<file path="config.mk">
export PLATFORM = sky130hd
export DESIGN_NAME = chien_search
export DESIGN_NICKNAME = d
export VERILOG_FILES = /design/src/rtl/chien_search.sv
export SDC_FILE = /design/constraint.sdc
export NUM_CORES = 1
export LEC_CHECK = 0
export BUFFER_PORTS_ARGS = -buffer_cell sky130_fd_sc_hd__buf_4
export CORE_ASPECT_RATIO = 1.1
export CORE_UTILIZATION = 54
export CTS_CLUSTER_SIZE = 28
export DETAILED_ROUTE_END_ITERATION = 10
export HOLD_SLACK_MARGIN = 0.05
export PLACE_DENSITY = 0.95
export SLEW_MARGIN = 20
export SYNTH_ARGS = -nofsm -noshare
export SYNTH_HDL_FRONTEND = slang
export SYNTH_SLANG_ARGS = --single-unit
export TNS_END_PERCENT = 5
</file>
<file path="constraint.sdc">
create_clock -name clk -period 6.25 [get_ports clk]
set_input_delay 0.9375 -clock clk [delete_from_list [all_inputs] [get_ports clk]]
set_output_delay 0.9375 -clock clk [all_outputs]
set_load 0.005 [all_outputs]
</file>
<file path="src/rtl/chien_search.sv">
// GF(2^M) Chien-search step engine: R <- R * b^N, digit-serial MSB-first multiply,
// driven through a 32-bit operand/result port with a level-enable / ready handshake.
module chien_search #(
  parameter int          PARAM_M     = 9,
  parameter int          PARAM_ALPHA = 4,
  parameter logic [16:0] PARAM_POLY  = 17'h211
) (
  input  logic        clk,
  input  logic        rst,
  input  logic        enable,
  input  logic [31:0] in_1,
  input  logic [31:0] in_2,
  output logic [31:0] out_1,
  output logic        ready
);

  localparam int M  = PARAM_M;
  localparam int A  = PARAM_ALPHA;
  localparam int D  = (M + A - 1) / A;
  localparam int DW = (D > 1) ? $clog2(D) : 1;
  localparam int PW = D * A;
  localparam logic [M-1:0]  POLY_LO  = PARAM_POLY[M-1:0];
  localparam logic [DW-1:0] DCNT_TOP = DW'(D - 1);

  localparam logic [1:0] ST_IDLE = 2'd0;
  localparam logic [1:0] ST_BUSY = 2'd1;
  localparam logic [1:0] ST_DONE = 2'd2;

  logic [1:0]    state_q, state_d;
  logic [M-1:0]  r_q, r_d;
  logic [M-1:0]  acc_q, acc_d;
  logic [M-1:0]  b_q, b_d;
  logic [7:0]    iter_q, iter_d;
  logic [DW-1:0] dcnt_q, dcnt_d;

  logic [PW-1:0] b_pad;
  logic [A-1:0]  digit;
  logic [M-1:0]  acc_step;
  logic          unused_inputs;

  // Multiply by x with immediate reduction, keeping every value within M bits.
  function automatic logic [M-1:0] xtime(input logic [M-1:0] v);
    xtime = {v[M-2:0], 1'b0} ^ (v[M-1] ? POLY_LO : '0);
  endfunction

  // One Horner digit: acc * x^A + r * digit, reduced after every bit.
  function automatic logic [M-1:0] digit_step(input logic [M-1:0] acc,
                                               input logic [M-1:0] r,
                                               input logic [A-1:0] dig);
    logic [M-1:0] t;
    t = acc;
    for (int k = A - 1; k >= 0; k--) begin
      t = xtime(t) ^ (dig[k] ? r : '0);
    end
    return t;
  endfunction

  always_comb begin
    b_pad          = '0;
    b_pad[M-1:0]   = b_q;
    digit          = b_pad[int'(dcnt_q) * A +: A];
    acc_step       = digit_step(acc_q, r_q, digit);
  end

  always_comb begin
    state_d = state_q;
    r_d     = r_q;
    acc_d   = acc_q;
    b_d     = b_q;
    iter_d  = iter_q;
    dcnt_d  = dcnt_q;
    case (state_q)
      ST_IDLE: begin
        if (enable) begin
          state_d = ST_BUSY;
          b_d     = in_2[16 +: M];
          iter_d  = in_2[30] ? in_1[7:0] : 8'd0;
          dcnt_d  = DCNT_TOP;
          acc_d   = '0;
          if (in_2[31]) begin
            r_d = in_1[16 +: M];
          end
        end
      end
      ST_BUSY: begin
        if (iter_q == 8'd0) begin
          state_d = ST_DONE;
        end else if (dcnt_q == '0) begin
          // Last digit: commit the product so out_1 never shows partial sums.
          r_d    = acc_step;
          acc_d  = '0;
          iter_d = iter_q - 8'd1;
          dcnt_d = DCNT_TOP;
        end else begin
          acc_d  = acc_step;
          dcnt_d = dcnt_q - DW'(1);
        end
      end
      ST_DONE: begin
        if (!enable) begin
          state_d = ST_IDLE;
        end
      end
      default: state_d = ST_IDLE;
    endcase
  end

  always_ff @(posedge clk or negedge rst) begin
    if (!rst) begin
      state_q <= ST_IDLE;
      r_q     <= '0;
      acc_q   <= '0;
      b_q     <= '0;
      iter_q  <= '0;
      dcnt_q  <= '0;
    end else begin
      state_q <= state_d;
      r_q     <= r_d;
      acc_q   <= acc_d;
      b_q     <= b_d;
      iter_q  <= iter_d;
      dcnt_q  <= dcnt_d;
    end
  end

  assign out_1         = {{(32 - M){1'b0}}, r_q};
  assign ready         = (state_q == ST_DONE);
  assign unused_inputs = ^{in_1, in_2};

endmodule

</file>
# Yosys cells after proc, flatten, opt, wreduce, memory -nomap -nowiden

Cells that the tools add are included.

Output and inout port bits: 33
Register bits after elaboration: 39
Bits of input ports: 67
Logic and storage cells: 64

Multiplexer cells: 30
Shift-type cells: 1
Reduce and logical (&&, ||, !) cells: 9
Equal/unequal tests: 8
$add $sub $neg: 2
Bitwise logic cells: 8

Operator list:

| cell                                                                   | number |
|---|---|
| 9-bit two-way mux                                                      | 11 |
| 9-bit one-hot mux with 2 select lines                                  | 2 |
| 9-bit by 5-bit bitwise XOR with 9-bit output                           | 4 |
| 9-bit bitwise XOR                                                      | 4 |
| 8-bit two-way mux                                                      | 4 |
| 5-bit two-way mux                                                      | 4 |
| 8-bit one-hot mux with 2 select lines                                  | 1 |
| 2-bit two-way mux                                                      | 6 |
| 2-bit inequality test (second input constant)                          | 6 |
| 12-bit by 5-bit variable part select with 4-bit output                 | 1 |
| 8-bit logical NOT                                                      | 1 |
| 8-bit by 1-bit subtractor with 8-bit output (second input constant)    | 1 |
| 2-bit one-hot mux with 3 select lines                                  | 1 |
| 3-bit AND reduction                                                    | 2 |
| 5-bit AND reduction                                                    | 1 |
| 2-bit logical NOT                                                      | 2 |
| 2-bit one-hot mux with 2 select lines                                  | 1 |
| 4-bit AND reduction                                                    | 1 |
| 2-bit by 1-bit equality test with 1-bit output (second input constant) | 1 |
| 2-bit equality test (second input constant)                            | 1 |
| 2-bit AND reduction                                                    | 1 |
| 2-bit nonzero test                                                     | 1 |
| 2-bit by 1-bit subtractor with 2-bit output (second input constant)    | 1 |

# Longest topological paths before layout

Depth in word-level cells: 15
Gate-level depth with buffers: 10
Depth with buffers taken out: 9

# Worst setup path before layout

Ideal clock, no wire load.

Path kind: input port to flip-flop
Start point: input enable
End point: register r_q[7]
Path slack: 3727 ps
Stages on the path: 8
Data arrival time: 2419 ps
Path buffers: 2
Required time: 6146 ps
Setup time: 104 ps
Cell sequence: nor3b_1 > a21oi_1 > nand2b_1 > clkbuf_1 > nor2_1 > buf_2 > o21ai_0 > a221oi_1

Longest elaborated chain between the ends: 2

RTL lines:

| element                                | RTL line | RTL |
|---|---|---|
| start: declaration                     | 10       | `input logic enable,` |
| 2-bit inequality test (no source line) | -        |  |
| 5-bit AND reduction (no source line)   | -        |  |
| end signal: assignment                 | 118      | `r_q <= r_d;` |
| end: declaration                       | 30       | `logic [M-1:0] r_q, r_d;` |

Every way passes these cells.
A chain may end at the register's enable or synchronous reset.

# Final worst setup path

Start point: register dcnt_q[0]
End point: register acc_q[4]

Longest elaborated chain between the ends: 13
Elaborated cells between the ends (all ways): 17
Those cells by class: 1 x shift; 8 x mux; 7 x bitwise; 1 x reduce/logical

RTL lines:

| element                                                | RTL line | RTL |
|---|---|---|
| start: declaration                                     | 34       | `logic [DW-1:0] dcnt_q, dcnt_d;` |
| start signal: assignment                               | 122      | `dcnt_q <= dcnt_d;` |
| 12-bit by 5-bit variable part select with 4-bit output | 61       | `digit = b_pad[int'(dcnt_q) * A +: A];` |
| 9-bit two-way mux                                      | 53       | `t = xtime(t) ^ (dig[k] ? r : '0);` |
| 9-bit bitwise XOR                                      | 53       |  |
| 9-bit by 5-bit bitwise XOR with 9-bit output           | 43       | `xtime = {v[M-2:0], 1'b0} ^ (v[M-1] ? POLY_LO : '0);` |
| 9-bit bitwise XOR                                      | 53       |  |
| 9-bit by 5-bit bitwise XOR with 9-bit output           | 43       |  |
| 9-bit bitwise XOR                                      | 53       |  |
| 5-bit two-way mux                                      | 43       |  |
| 9-bit by 5-bit bitwise XOR with 9-bit output           | 43       |  |
| 9-bit bitwise XOR                                      | 53       |  |
| 9-bit two-way mux (*)                                  | 88       | `end else if (dcnt_q == '0) begin` |
| 9-bit two-way mux (*)                                  | 86       | `if (iter_q == 8'd0) begin` |
| 9-bit one-hot mux with 2 select lines (*)              | 72       | `case (state_q)` |
| end signal: assignment                                 | 112      | `acc_q <= '0;` |
| end signal: assignment                                 | 119      | `acc_q <= acc_d;` |
| end: declaration                                       | 31       | `logic [M-1:0] acc_q, acc_d;` |

Every way passes the cells marked *; elsewhere a longest branch is shown, timed or not. The select of a mux whose other input is x is not followed.

==> metrics.md <==
| Metric | Value |
|---|---|
| Status | `finished, violations left` |
| Failing checks | `DRC` |
| Most frequent cells after synthesis | `39 x dfrtp_1, 37 x nand2_1, 23 x buf_4` |
| Worst Path Required | `6470 ps` |
| CP bufs+invs | `0` |
| Sw Share | `0.439` |
| Initial core utilization | `0.561` |
| TritonCTS clock tree | `built` |
| Area of the multi-input gates | `1650 um2` |
| Setup violations, final | `0` |
| Tot Pwr | `2.05 mW` |
| Max stage delay on crit path | `just under 600 ps` |
| Worst Path Class, Setup | `reg -> reg` |
| WP data arrival | `3210 ps` |
| Slowest CP cell | `dfrtp_1` |
| CTS sink cnt | `39` |
| Vias per inst | `5.81` |
| Drt first pass iters | `7` |
| Worst rel slew slack | `0.281` |
| Number of synthesized flops with an enable pin | `0` |
| H-Tree Depth | `2` |
| Skew-Pair Late Insertion Delay | `300 ps` |
| Seq pwr share | `0.254` |
| Synthesis Warnings | `0` |
| Register area share after synthesis | `0.345` |
| Distinct cells, synth | `45` |
| Number of max-cap violations | `0` |
| PortBufs | `40` |
| Slew Limit Fails | `0` |
| Tot GR Track Use | `0.242` |
| Remaining Overflow, GRT | `0` |
| Register Area | `976 um2` |
| Cell total after placement | `398` |
| # rows | `27` |
| Clock root buffer | `clkbuf_8` |
| Cells along the critical path | `mux2i_2 > nor2_1 > xnor3_1 > o21ai_0 > and2_4 > xor3_1 > o21ai_1` |
| Hold Vio Cnt, Final | `0` |
| Core area | `5030 um2` |
| Mapped Avg Cell Area | `9.08 um2` |
| #FFs+latches synth | `39` |
| Die H | `77.9 um` |
| Routed Antenna Nets | `0` |
| Worst setup EP type | `flip-flop` |
| Diodes inserted | `0` |
| Layout area overhead | `13.1%` |
| Post-synth top area share | `0.345` |
| Tmin final | `about 3000 ps` |
| First-pass GRT wire length | `between 10,000 and 15,000 um` |
| DRT Wirelength | `around 6200 um` |
| Peak supply drop | `0.282 mV` |
| Post-synth top flop | `dfrtp_1` |
| Antenna violations before repair | `0` |
| Leak | `around 1.5 nW` |
| Cts repair resizes | `0` |
| Internal | `1.15 mW` |
| Period Utilization, post-route | `0.479` |
| Logic pwr share | `0.637` |
| Type of the worst min-delay path | `reg -> reg` |
| Dpl cell area | `3080 um2` |
| RSZ-0062 raised after global routing | `no` |
| Setup TNS | `0 ps` |
| Largest net degree at the start of global routing | `40` |
| GPL Wtd Cong | `0.880` |
| Layout cells sized above 1 | `0.204` |
| Detailed Route Iter0 Violations | `189` |
| Fin worst setup slack | `3260 ps` |
| IO Pins | `100` |
| Final net count | `418` |
| Most common cell in the netlist | `dfrtp_1` |
| Vias in the first global route | `about 2,200` |
| Largest area contributor in the netlist | `dfrtp_1` |
| CP Launch Type | `flip-flop` |
| Largest delay contributor family on the critical path | `XOR/XNOR gates` |
| Reg clk slew, reported paths | `80 ps` |
| DRC errors left | `6` |
| PwrDens | `roughly 640 nW/um2` |
| Hold Slack | `496 ps` |
| Routed vias | `around 2,400` |
| Post-CTS Setup Inserts | `0` |
| DP Wirelength | `4410 um` |
| Synth Cell Area | `2830 um2` |
| Largest cells by area after synthesis | `dfrtp_1 35%, buf_4 6.1%, nand2_1 4.9%` |
| Clock Power Share | `0.108` |
| DP Worst Slack | `3310 ps` |
| Sw Pwr | `0.899 mW` |
| Wire per inst | `~15 um` |
| Clk_skew | `5.19 ps` |
| Cts bufs inserted | `5` |
| Clk buf depth | `2` |
| Fin cells | `406` |
| # fillers | `417` |
| Hold bufs inserted after CTS | `0` |
| Design Area, Final | `3190 um2` |
| Die X | `71.0 um` |
| Syn Inst Count | `311` |
| Die footprint | `about 5500 um2` |
| F_max | `334 MHz` |
| Asr flop ratio synth | `1.00` |
| Max FO, Critical Path | `9` |
| Final Util | `0.635` |
| Worst-Margin Slew | `1080 ps` |
-- power groups by stage --
stage / clock (mW) / combinational (mW) / sequential [mW]
2_1_floorplan: 0 / 1.05 / 0.468
3_3_place_gp: 0 / 1.23 / 0.510
3_5_place_dp: 0 / 1.28 / 0.523
4_1_cts: 0.225 / 1.30 / 0.517
5_1_grt: 0.238 / 1.44 / 0.541
6_report: 0.222 / 1.30 / 0.520
-- cell type report --
class | instances | share of cell area
Sequential cell | 39 | 0.306
Multi-Input combinational cell | 245 | 0.517
Timing Repair Buffer | 44 | 0.103
Tap cell | 58 | 0.0227
Clock buffer | 6 | 0.0259
Inverter | 12 | 0.0141
Clock inverter | 2 | 0.0110
-- registers in the layout (all words and copies together), names as in the netlist --
name / flops
acc_q: 9
b_q: 9
r_q: 9
iter_q: 8
dcnt_q: 2
state_q: 2
-- worst reg2reg max path, cell delays in order (launching register included) --
cell	delay (ps)
dfrtp_1	590
mux2i_2	580
nor2_1	130
xnor3_1	410
o21ai_0	420
and2_4	260
xor3_1	400
o21ai_1	130
-- cells in the final DEF (no fill, tap or decap), drive strengths merged, types with 11 or more instances in the layout --
| cell | netlist | final |
|---|---|---|
| a21oi | 14 | 14 |
| buf | 25 | 44 |
| conb | 1 | 23 |
| dfrtp | 39 | 39 |
| inv | 12 | 12 |
| mux2 | 12 | 12 |
| nand2 | 38 | 38 |
| nand3 | 11 | 11 |
| nor2 | 19 | 19 |
| o21ai | 21 | 21 |
| xnor2 | 12 | 12 |
| xor2 | 11 | 11 |
-- final timing paths --
kind                                            start              endpoint  slack, ps  cells after the start
worst max register to register  dcnt_q[0]$_DFFE_PN0P_  acc_q[4]$_DFFE_PN0P_       3260                      7
worst max-delay path            dcnt_q[0]$_DFFE_PN0P_  acc_q[4]$_DFFE_PN0P_       3260                      7
worst min register to register   acc_q[1]$_DFFE_PN0P_  acc_q[1]$_DFFE_PN0P_        500                      2
worst min-delay path             acc_q[1]$_DFFE_PN0P_  acc_q[1]$_DFFE_PN0P_        500                      2
min in group asynchronous                         rst  acc_q[1]$_DFFE_PN0P_        600                      1
max in group asynchronous                         rst    b_q[8]$_DFFE_PN0P_       5280                      1
-- layer usage --
layer | up-vias | track usage | part of all wire | routed length, um
met5 | - | 0 | 0 | 0
met4 | 0 | 0.0840 | 0.019 | 119
met3 | 16 | 0.0558 | 0.076 | 470
met2 | 109 | 0.402 | 0.49 | 3070
met1 | 1123 | 0.309 | 0.41 | 2560
li1 | 1112 | - | - | -
-- cell families after synthesis --
group / share of synthesized area
AND/OR/NAND/NOR: 0.172
AO/OA/AOI/OAI: 0.153
buffers and inverters: 0.0988
flip-flops: 0.345
XOR/XNOR: 0.137
multiplexers: 0.0753
adder cells (fa/ha/maj): 0.0177
other: 0.00133
(Power assumes the default switching activity.)
